==> src/rtl/uart_wb_bridge_pkg.sv <==
// Shared types and protocol constants for the UART-to-Wishbone bridge.
package uart_wb_bridge_pkg;

    typedef enum logic [2:0] {
        ST_IDLE      = 3'd0,
        ST_ADDR      = 3'd1,
        ST_DATA      = 3'd2,
        ST_BUS       = 3'd3,
        ST_RESP      = 3'd4,
        ST_RESP_WAIT = 3'd5
    } bridge_state_t;

    localparam logic [7:0] CMD_WRITE = 8'h57;
    localparam logic [7:0] CMD_READ  = 8'h52;
    localparam logic [7:0] RSP_OK    = 8'h4B;
    localparam logic [7:0] RSP_ERR   = 8'h45;

    localparam int unsigned BYTE_W = 8;
    localparam int unsigned WORD_W = 32;

endpackage

==> src/rtl/uart_wb_bridge.sv <==
// Byte-stream command decoder acting as a single-transfer Wishbone initiator.
module uart_wb_bridge
    import uart_wb_bridge_pkg::*;
#(
    parameter int unsigned TIMEOUT_CYCLES = 1024
) (
    input  logic              clk,
    input  logic              rst_n,
    input  logic              rx_valid_i,
    input  logic [BYTE_W-1:0] rx_data_i,
    output logic              tx_en_o,
    output logic [BYTE_W-1:0] tx_data_o,
    input  logic              tx_busy_i,
    output logic              cyc_o,
    output logic              stb_o,
    output logic              we_o,
    output logic [WORD_W-1:0] addr_o,
    output logic [WORD_W-1:0] data_o,
    input  logic [WORD_W-1:0] data_i,
    input  logic              ack_i,
    output logic              busy_o
);

    localparam int unsigned TO_W = (TIMEOUT_CYCLES > 2) ? $clog2(TIMEOUT_CYCLES) : 1;
    localparam logic [TO_W-1:0] TO_LAST = TO_W'(TIMEOUT_CYCLES - 1);

    bridge_state_t     state_q, state_d;
    logic [1:0]        byte_cnt_q, byte_cnt_d;
    logic [1:0]        rsp_cnt_q, rsp_cnt_d;
    logic              wait_q, wait_d;
    logic [TO_W-1:0]   to_cnt_q, to_cnt_d;
    logic [WORD_W-1:0] resp_q, resp_d;
    logic [WORD_W-1:0] addr_q, addr_d;
    logic [WORD_W-1:0] data_q, data_d;
    logic              we_q, we_d;
    logic              cyc_q, cyc_d;
    logic              stb_q, stb_d;
    logic              tx_en_q, tx_en_d;
    logic [BYTE_W-1:0] tx_data_q, tx_data_d;
    logic              busy_q, busy_d;

    // Next-state and registered-output computation.
    always_comb begin
        state_d    = state_q;
        byte_cnt_d = byte_cnt_q;
        rsp_cnt_d  = rsp_cnt_q;
        wait_d     = wait_q;
        to_cnt_d   = to_cnt_q;
        resp_d     = resp_q;
        addr_d     = addr_q;
        data_d     = data_q;
        we_d       = we_q;
        cyc_d      = cyc_q;
        stb_d      = stb_q;
        tx_en_d    = 1'b0;
        tx_data_d  = tx_data_q;

        case (state_q)
            ST_IDLE: begin
                if (rx_valid_i && (rx_data_i == CMD_WRITE || rx_data_i == CMD_READ)) begin
                    we_d       = (rx_data_i == CMD_WRITE);
                    byte_cnt_d = 2'd0;
                    state_d    = ST_ADDR;
                end
            end
            ST_ADDR: begin
                if (rx_valid_i) begin
                    addr_d     = {addr_q[23:0], rx_data_i};
                    byte_cnt_d = byte_cnt_q + 2'd1;
                    if (byte_cnt_q == 2'd3) begin
                        if (we_q) begin
                            byte_cnt_d = 2'd0;
                            state_d    = ST_DATA;
                        end else begin
                            cyc_d    = 1'b1;
                            stb_d    = 1'b1;
                            to_cnt_d = '0;
                            state_d  = ST_BUS;
                        end
                    end
                end
            end
            ST_DATA: begin
                if (rx_valid_i) begin
                    data_d     = {data_q[23:0], rx_data_i};
                    byte_cnt_d = byte_cnt_q + 2'd1;
                    if (byte_cnt_q == 2'd3) begin
                        cyc_d    = 1'b1;
                        stb_d    = 1'b1;
                        to_cnt_d = '0;
                        state_d  = ST_BUS;
                    end
                end
            end
            ST_BUS: begin
                // Ack takes priority over a timeout landing in the same cycle.
                if (ack_i && cyc_q) begin
                    cyc_d   = 1'b0;
                    stb_d   = 1'b0;
                    state_d = ST_RESP;
                    if (we_q) begin
                        resp_d    = {RSP_OK, 24'h000000};
                        rsp_cnt_d = 2'd0;
                    end else begin
                        resp_d    = data_i;
                        rsp_cnt_d = 2'd3;
                    end
                end else if (to_cnt_q == TO_LAST) begin
                    cyc_d     = 1'b0;
                    stb_d     = 1'b0;
                    resp_d    = {RSP_ERR, 24'h000000};
                    rsp_cnt_d = 2'd0;
                    state_d   = ST_RESP;
                end else begin
                    to_cnt_d = to_cnt_q + TO_W'(1);
                end
            end
            ST_RESP: begin
                if (!tx_busy_i) begin
                    tx_en_d   = 1'b1;
                    tx_data_d = resp_q[31:24];
                    resp_d    = {resp_q[23:0], 8'h00};
                    wait_d    = 1'b0;
                    state_d   = ST_RESP_WAIT;
                end
            end
            ST_RESP_WAIT: begin
                // First cycle is unconditional so a busy flag that rises late is still seen.
                if (!wait_q) begin
                    wait_d = 1'b1;
                end else if (!tx_busy_i) begin
                    if (rsp_cnt_q == 2'd0) begin
                        state_d = ST_IDLE;
                    end else begin
                        rsp_cnt_d = rsp_cnt_q - 2'd1;
                        state_d   = ST_RESP;
                    end
                end
            end
            default: begin
                state_d = ST_IDLE;
            end
        endcase

        busy_d = (state_d != ST_IDLE);
    end

    // State and output registers.
    always_ff @(posedge clk or negedge rst_n) begin
        if (!rst_n) begin
            state_q    <= ST_IDLE;
            byte_cnt_q <= 2'd0;
            rsp_cnt_q  <= 2'd0;
            wait_q     <= 1'b0;
            to_cnt_q   <= '0;
            resp_q     <= '0;
            addr_q     <= '0;
            data_q     <= '0;
            we_q       <= 1'b0;
            cyc_q      <= 1'b0;
            stb_q      <= 1'b0;
            tx_en_q    <= 1'b0;
            tx_data_q  <= '0;
            busy_q     <= 1'b0;
        end else begin
            state_q    <= state_d;
            byte_cnt_q <= byte_cnt_d;
            rsp_cnt_q  <= rsp_cnt_d;
            wait_q     <= wait_d;
            to_cnt_q   <= to_cnt_d;
            resp_q     <= resp_d;
            addr_q     <= addr_d;
            data_q     <= data_d;
            we_q       <= we_d;
            cyc_q      <= cyc_d;
            stb_q      <= stb_d;
            tx_en_q    <= tx_en_d;
            tx_data_q  <= tx_data_d;
            busy_q     <= busy_d;
        end
    end

    assign tx_en_o   = tx_en_q;
    assign tx_data_o = tx_data_q;
    assign cyc_o     = cyc_q;
    assign stb_o     = stb_q;
    assign we_o      = we_q;
    assign addr_o    = addr_q;
    assign data_o    = data_q;
    assign busy_o    = busy_q;

endmodule
==> config.mk <==
export PLATFORM = sky130hd
export DESIGN_NAME = uart_wb_bridge
export DESIGN_NICKNAME = d
export VERILOG_FILES = /design/src/rtl/uart_wb_bridge_pkg.sv /design/src/rtl/uart_wb_bridge.sv
export SDC_FILE = /design/constraint.sdc
export NUM_CORES = 1
export LEC_CHECK = 0
export BUFFER_PORTS_ARGS = -buffer_cell sky130_fd_sc_hd__buf_2
export CAP_MARGIN = 40
export CORE_AREA = 8 8 132 158
export CTS_BUF_LIST = sky130_fd_sc_hd__clkbuf_8
export CTS_CLUSTER_SIZE = 12
export DETAILED_ROUTE_END_ITERATION = 8
export DIE_AREA = 0 0 140 166
export PLACE_DENSITY_LB_ADDON = 0.15
export SLEW_MARGIN = 20
export SYNTH_ARGS = -nofsm -noshare
export SYNTH_HDL_FRONTEND = slang
export SYNTH_SLANG_ARGS = --single-unit
==> constraint.sdc <==
create_clock -name clk -period 2.3 [get_ports clk]
set_input_delay 0.115 -clock clk [delete_from_list [all_inputs] [get_ports clk]]
set_output_delay 0.115 -clock clk [all_outputs]
set_load 0.1 [all_outputs]
==> flow_summary.toml, run 1 <==
[outcome]
status = "completed"

[pwr]
clockPowerShare_pct = 20.3
p_int_w = 0.004857
p_per_area_mw_per_mm2 = 1407
p_seq_share_pct = 31.5
vdd_drop_max_mv = 0.8918
p_leak_nw = 3.361
switching_power_w = 0.005101
p_total_w = 0.009958
combPwrFrac_pct = 48.2
swShare_pct = 51.23

[worst_setup_path]
critPathKind = "reg -> reg"
slowest_stage = "or4_1"
worst-endpoint-required_ns = 2.65
cp_max_fo = 18
endpoint_kind = "register"
r2r_slack_ns = 0.22
max_stage_delay_ns = 0.53
timing.critical_path.cells = "ha_1, inv_1, o31ai_2, mux2_2, or4_1, a21oi_1"
crit_arrival_ns = 2.44
regToRegEndpoint = "to_cnt_q[7]$_DFFE_PN0P_"
worstSetupStartpointType = "register"
reg2reg_depth = 6
r2r-start = "to_cnt_q[0]$_DFFE_PN0P_"

[routing]
drt_iter0_markers = 221
firstDrtPassIters = 4
viasPerCell = 4.768
num_vias = 4134
detail_route.wl_per_cell_um = 15.85
drcViolationCount = 0
drt_wl_total_um = 13740
detail-route-antenna-nets = 0

[synthesis]
synth_cells = 464
synth_edf_count = 0
syn_avg_cell_area_um2 = 11.58
synth_top_cell_by_area = "dfrtp_1"
ys_seq_area_share_pct = 58.67
synth_top_area_share_pct = 58.67
yosysUniqueCellTypes = 42
synth_nets = 512
ys.warnings.count = 0
synth.most_common_cell = "dfrtp_1"
mappedNetlistArea_mm2 = 0.005374
synth_area_leaders = "dfrtp_1 59%, mux2_2 14%, nand2_1 3.8%, o21ai_0 3.1%, nand3_1 2.7%"
ys_ff_latch = 126
synthArstFlopShare_pct = 100.0
synth_ff_type = "dfrtp_1"
synthTopCellsByCount = "126 x dfrtp_1, 68 x mux2_2, 55 x nand2_1"

[worst_hold_path]
hold_class = "in -> reg"
min_path_cells = 3
hold_start = "data_i[30]"
min_to = "resp_q[30]$_DFFE_PN0P_"

[grt]
grt_pass1_vias = 4453
grt_pass1_wl_um = 23360
grt_start_max_net_pins = 127
gr-usage-all-layers_pct = 12.40
antenna_found_initial = 0
overflow = 0

[sta]
fmax_ghz = 0.4803
postLayoutSetupSlackWorst_ns = 0.2179
relSlewSlack_pct = 54.86
setup_viol = 0
finalHoldViolCount = 0
slew_viol_final = 0
skew_ns = 0.01175
finalSetupTns_ns = 0
period_needed_ns = 2.082
worst-slew-pin-transition_ns = 0.6771
timing.final.crit_share_pct = 90.53
rsz0062_at_grt = "false"

[cts]
cts_setup_buffers = 0
cts_sinks = 126
cts_tree = "yes"
clk_pin_slew_worst_paths_ns = 0.08
h-tree-depth = 4
numCtsBuffers = 17
clk_path_buf_depth = 2
root_buffer = "clkbuf_8"
clk_latency_ns = 0.43

[die]
ioPinCount = 122
die_y_um = 166
start_util_pct = 29.14
core-area_mm2 = 0.01844
die_w_um = 140
dieArea_mm2 = 0.02324
row_count = 55

[placement]
place.gp.congestion = 0.7876
port_buffers = 121
hpwl_um = 9465
dp_slack_ns = 0.1455

[run]
maxCapViolations = 0

[finish]
areaGrowthSynthToFinish_pct = 31.71
drive_above_1_share_pct = 37.09
fin_nets = 674
num_antenna_cells = 0
n_fill_cell = 1859
-- power groups by stage --
stage	Clock (W)	Sequential, W	Combinational (W)
CTS	0.00211	0.00315	0.00484
global route	0.00221	0.00324	0.00502
detailed placement	0	0.00320	0.00478
global placement	0	0.00318	0.00474
finish	0.00202	0.00314	0.00480
floorplan	0	0.00594	0.00109
-- metal layers --
| metal | up-vias | routed length, µm | track usage [%] |
|---|---|---|---|
| met4 | 0 | 134 | 3.690 |
| met1 | 2006 | 6186 | 15.23 |
| li1 | 2005 | - | - |
| met2 | 111 | 6654 | 20.32 |
| met3 | 12 | 762 | 4.026 |
| met5 | - | 0 | 0 |
-- flip-flops by register name, summed over array words and instances (netlist names) --
| register | count |
|---|---|
| wait_q | 1 |
| stb_o | 1 |
| data_o | 32 |
| addr_o | 32 |
| busy_o | 1 |
| rsp_cnt_q | 2 |
| we_o | 1 |
| byte_cnt_q | 2 |
| tx_en_o | 1 |
| resp_q | 32 |
| to_cnt_q | 10 |
| tx_data_o | 8 |
| state_q | 3 |
-- placed cells by master, fill, tap and decap left out, types with 16 or more instances in the layout --
cell type      count
dfrtp_1          125
buf_2            120
mux2_2            68
nand2_1           55
dlygate4sd3_1     37
o21ai_0           33
nand3_1           29
a22oi_1           19
clkbuf_8          18
a21oi_1           16
-- kinds of logic (layout without fill, tap and decap cells) --
logic type	count (synthesis)	in the layout	synth area share [%]
adders and majority gates	3	3	0.6986
xor gates and xnor gates	1	1	0.1630
muxes	71	71	14.85
DFF	126	126	58.67
AOI/OAI and AO/OA	93	93	10.66
and+or+nand+nor	134	134	12.22
buffers and inverters	36	211	2.724
-- worst max path at each step --
stage | start | endpoint | slack (ns) | depth (start not counted)
final | to_cnt_q[0]$_DFFE_PN0P_ | to_cnt_q[7]$_DFFE_PN0P_ | 0.22 | 6
after global routing | to_cnt_q[0]$_DFFE_PN0P_ | to_cnt_q[7]$_DFFE_PN0P_ | 0.05 | 6
after CTS | to_cnt_q[0]$_DFFE_PN0P_ | resp_q[31]$_DFFE_PN0P_ | 0.12 | 7
after detailed placement | to_cnt_q[0]$_DFFE_PN0P_ | resp_q[31]$_DFFE_PN0P_ | 0.15 | 7
after global placement | to_cnt_q[0]$_DFFE_PN0P_ | resp_q[1]$_DFFE_PN0P_ | 0.20 | 7
after floorplan | stb_o$_DFFE_PN0P_ | resp_q[18]$_DFFE_PN0P_ | 0.09 | 7
-- repair_timing --
action | 4_1_cts | 5_1_grt
resized for setup | 0 | 1
endpoints found under the hold margin | 170 | 0
endpoints found under the setup margin | 0 | 36
hold buffers | 37 | 0
-- layout make-up --
class / instances / area (µm²) / share of cell area (%)
inverters: 9 / 33.78 / 0.4773
clock inverters: 14 / 167.7 / 2.369
repair buffers: 170 / 1094 / 15.45
clock buffers: 18 / 247.7 / 3.500
multi-input cells: 302 / 2096 / 29.61
flip-flops and latches: 126 / 3154 / 44.56
well taps: 228 / 285.3 / 4.030
-- worst max-delay path: cells and delay by family (launching register included) --
kind                       cells  cell delay [ns]
DFF                            1             0.40
muxes                          1             0.41
buffers and inverters          1             0.14
and+or+nand+nor                1             0.53
AOI/OAI and AO/OA              2             0.30
adders and majority gates      1             0.22
-- metrics by stage --
| stage | hold slack [ns] | utilization (%) | std cells | instance area [µm²] |
|---|---|---|---|---|
| 4_1_cts | 0.005242 | 38.35 | 867 | 7073 |
| 5_1_grt | 0.03489 | 38.38 | 867 | 7078 |
| 3_3_place_gp | 0.2856 | 34.09 | 798 | 6287 |
| 3_5_place_dp | 0.2827 | 34.09 | 798 | 6287 |
| 2_1_floorplan | -0.1806 | - | 464 | 5375 |
| 6_report | 0.04139 | 38.38 | 867 | 7078 |
Power figures use the tool's default switching activity.
==> run 2, diff against run 1 <==
--- a/config.mk
+++ b/config.mk
@@ -7,12 +7,12 @@
 export LEC_CHECK = 0
 export BUFFER_PORTS_ARGS = -buffer_cell sky130_fd_sc_hd__buf_2
 export CAP_MARGIN = 40
-export CORE_AREA = 8 8 132 158
+export CORE_AREA = 4 4 128 154
 export CTS_BUF_LIST = sky130_fd_sc_hd__clkbuf_8
 export CTS_CLUSTER_SIZE = 12
 export DETAILED_ROUTE_END_ITERATION = 8
-export DIE_AREA = 0 0 140 166
-export PLACE_DENSITY_LB_ADDON = 0.15
+export DIE_AREA = 0 0 132 158
+export PLACE_DENSITY_LB_ADDON = 0.2
 export SLEW_MARGIN = 20
 export SYNTH_ARGS = -nofsm -noshare
 export SYNTH_HDL_FRONTEND = slang
==> run 2 against run 1 <==
Final cell count shrank 0.12%. Non-clock buffer count grew 4. Sequential share of layout area shrank 0.34 points. Worst hold slack gained 0.027 ns. Register-to-register slack lost 0.05 ns. Global-route usage grew 0.66 points. Worst setup slack lost 0.051 ns. Cell area grew 0.76%. Critical endpoint unchanged.
==> flow_summary.toml, run 2 (same netlist as run 1, synthesis figures left out) <==
[cts]
root_buffer = "clkbuf_8"
numCtsBuffers = 17
cts_sinks = 126
clk_latency_ns = 0.44
clk_pin_slew_worst_paths_ns = 0.08
clk_path_buf_depth = 2
cts_setup_buffers = 0
h-tree-depth = 4
cts_tree = "yes"

[sta]
worst-slew-pin-transition_ns = 0.6485
relSlewSlack_pct = 56.61
setup_viol = 0
finalHoldViolCount = 0
timing.hold.ws_ns = 0.06836
fmax_ghz = 0.4687
period_needed_ns = 2.134
rsz0062_at_grt = "false"
skew_ns = 0.01298
finalSetupTns_ns = 0
slew_viol_final = 0
postLayoutSetupSlackWorst_ns = 0.1665
timing.final.crit_share_pct = 92.76

[pwr]
vdd_drop_max_mv = 0.9573
p_per_area_mw_per_mm2 = 1414
p_leak_nw = 3.389

[placement]
dp.cells = 796
place.gp.congestion = 0.8202
port_buffers = 121
hpwl_um = 9365
dpl_cell_area_mm2 = 0.006291
dp_slack_ns = 0.1395

[worst_setup_path]
worstSetupStartpointType = "register"
endpoint_kind = "register"
endpoint = "to_cnt_q[7]$_DFFE_PN0P_"
worst-endpoint-required_ns = 2.65
critPathKind = "reg -> reg"
crit_arrival_ns = 2.49
r2r_slack_ns = 0.17
timing.critical_path.cells = "ha_1, inv_1, o31ai_2, mux2_2, or4_1, a21oi_1"
slowest_stage = "or4_1"
crit_start = "to_cnt_q[0]$_DFFE_PN0P_"
regToRegEndpoint = "to_cnt_q[7]$_DFFE_PN0P_"
cp_max_fo = 18
r2r-start = "to_cnt_q[0]$_DFFE_PN0P_"
reg2reg_depth = 6
max_stage_delay_ns = 0.55

[grt]
grt_start_max_net_pins = 48
overflow = 0
antenna_found_initial = 0
grt_pass1_wl_um = 21820
gr-usage-all-layers_pct = 13.06
grt_pass1_vias = 4116

[routing]
drcViolationCount = 0
drt_iter0_markers = 201
firstDrtPassIters = 4
viasPerCell = 4.865
drt_wl_total_um = 13380
detail-route-antenna-nets = 0
num_vias = 4213
detail_route.wl_per_cell_um = 15.45

[die]
start_util_pct = 29.57
core-area_mm2 = 0.01817
die_w_um = 132
die_y_um = 158
ioPinCount = 122
row_count = 54
dieArea_mm2 = 0.02086

[run]
maxCapViolations = 0

[finish]
layout_commonest_cell = "dfrtp_1"
layout_common_cells = "125 x dfrtp_1, 120 x buf_2, 68 x mux2_2"
instances_no_fill = 866
drive_above_1_share_pct = 37.23
fin_nets = 678
num_antenna_cells = 0
final_area_mm2 = 0.007132
areaGrowthSynthToFinish_pct = 32.71
n_fill_cell = 1793

[worst_hold_path]
hold_class = "in -> reg"
min_path_cells = 3

[outcome]
status = "completed"
-- run 2: repair_timing --
action                     CTS  global route
setup endpoints to repair    0             6
hold buffers                39             0
hold endpoints to repair   119             0
gates resized for setup      0             1
-- run 2: routing by layer --
metal | wire length, µm | track usage [%] | vias to the layer above
met4 | 145 | 4.502 | 0
li1 | - | - | 2007
met1 | 6196 | 17.12 | 2063
met3 | 653 | 3.719 | 10
met5 | 0 | 0 | -
met2 | 6384 | 20.88 | 133
-- run 2: worst max-delay path: cells and delay by family (launching register included) --
family | cells | cell delay (ns)
AND/OR/NAND/NOR | 1 | 0.55
multiplexers | 1 | 0.42
flip-flops | 1 | 0.41
AO/OA/AOI/OAI | 2 | 0.31
adder cells (fa/ha/maj) | 1 | 0.22
buffers and inverters | 1 | 0.15
-- run 2: cell type report --
cell class              instances  area, µm²  share of cell area [%]
flip-flops and latches        126       3154                   44.23
multi-input cells             302       2090                   29.30
repair buffers                174       1129                   15.82
well taps                     224      280.3                   3.930
clock buffers                  19      261.5                   3.667
clock inverters                12      183.9                   2.579
inverters                       9      33.78                  0.4737
-- run 2: how the worst min path moves through the flow --
stage	slack (ns)	to	from
2_1_floorplan	-0.18	addr_o[0]$_DFFE_PN0P_	rst_n
3_3_place_gp	0.07	addr_o[11]$_DFFE_PN0P_	rst_n
3_5_place_dp	0.08	addr_o[11]$_DFFE_PN0P_	rst_n
4_1_cts	0.03	resp_q[25]$_DFFE_PN0P_	data_i[25]
5_1_grt	0.04	resp_q[25]$_DFFE_PN0P_	data_i[25]
6_report	0.07	resp_q[25]$_DFFE_PN0P_	data_i[25]
-- run 2: power by group --
part | switching (W) | leakage [nW] | internal, W | total, W
clock | 0.000914 | 0.219 | 0.00124 | 0.00216
sequential | 0.000356 | 1.65 | 0.00277 | 0.00312
combinational | 0.00381 | 1.52 | 0.000994 | 0.00480
total | 0.00508 | 3.39 | 0.00501 | 0.0101
-- run 2: through the flow --
step                      utilization, %  total power, W
after detailed placement           34.61        0.007958
final                              39.24         0.01009
after CTS                          39.21         0.01020
after floorplan                        -        0.007030
after global routing               39.24         0.01055
after global placement             34.61        0.007889
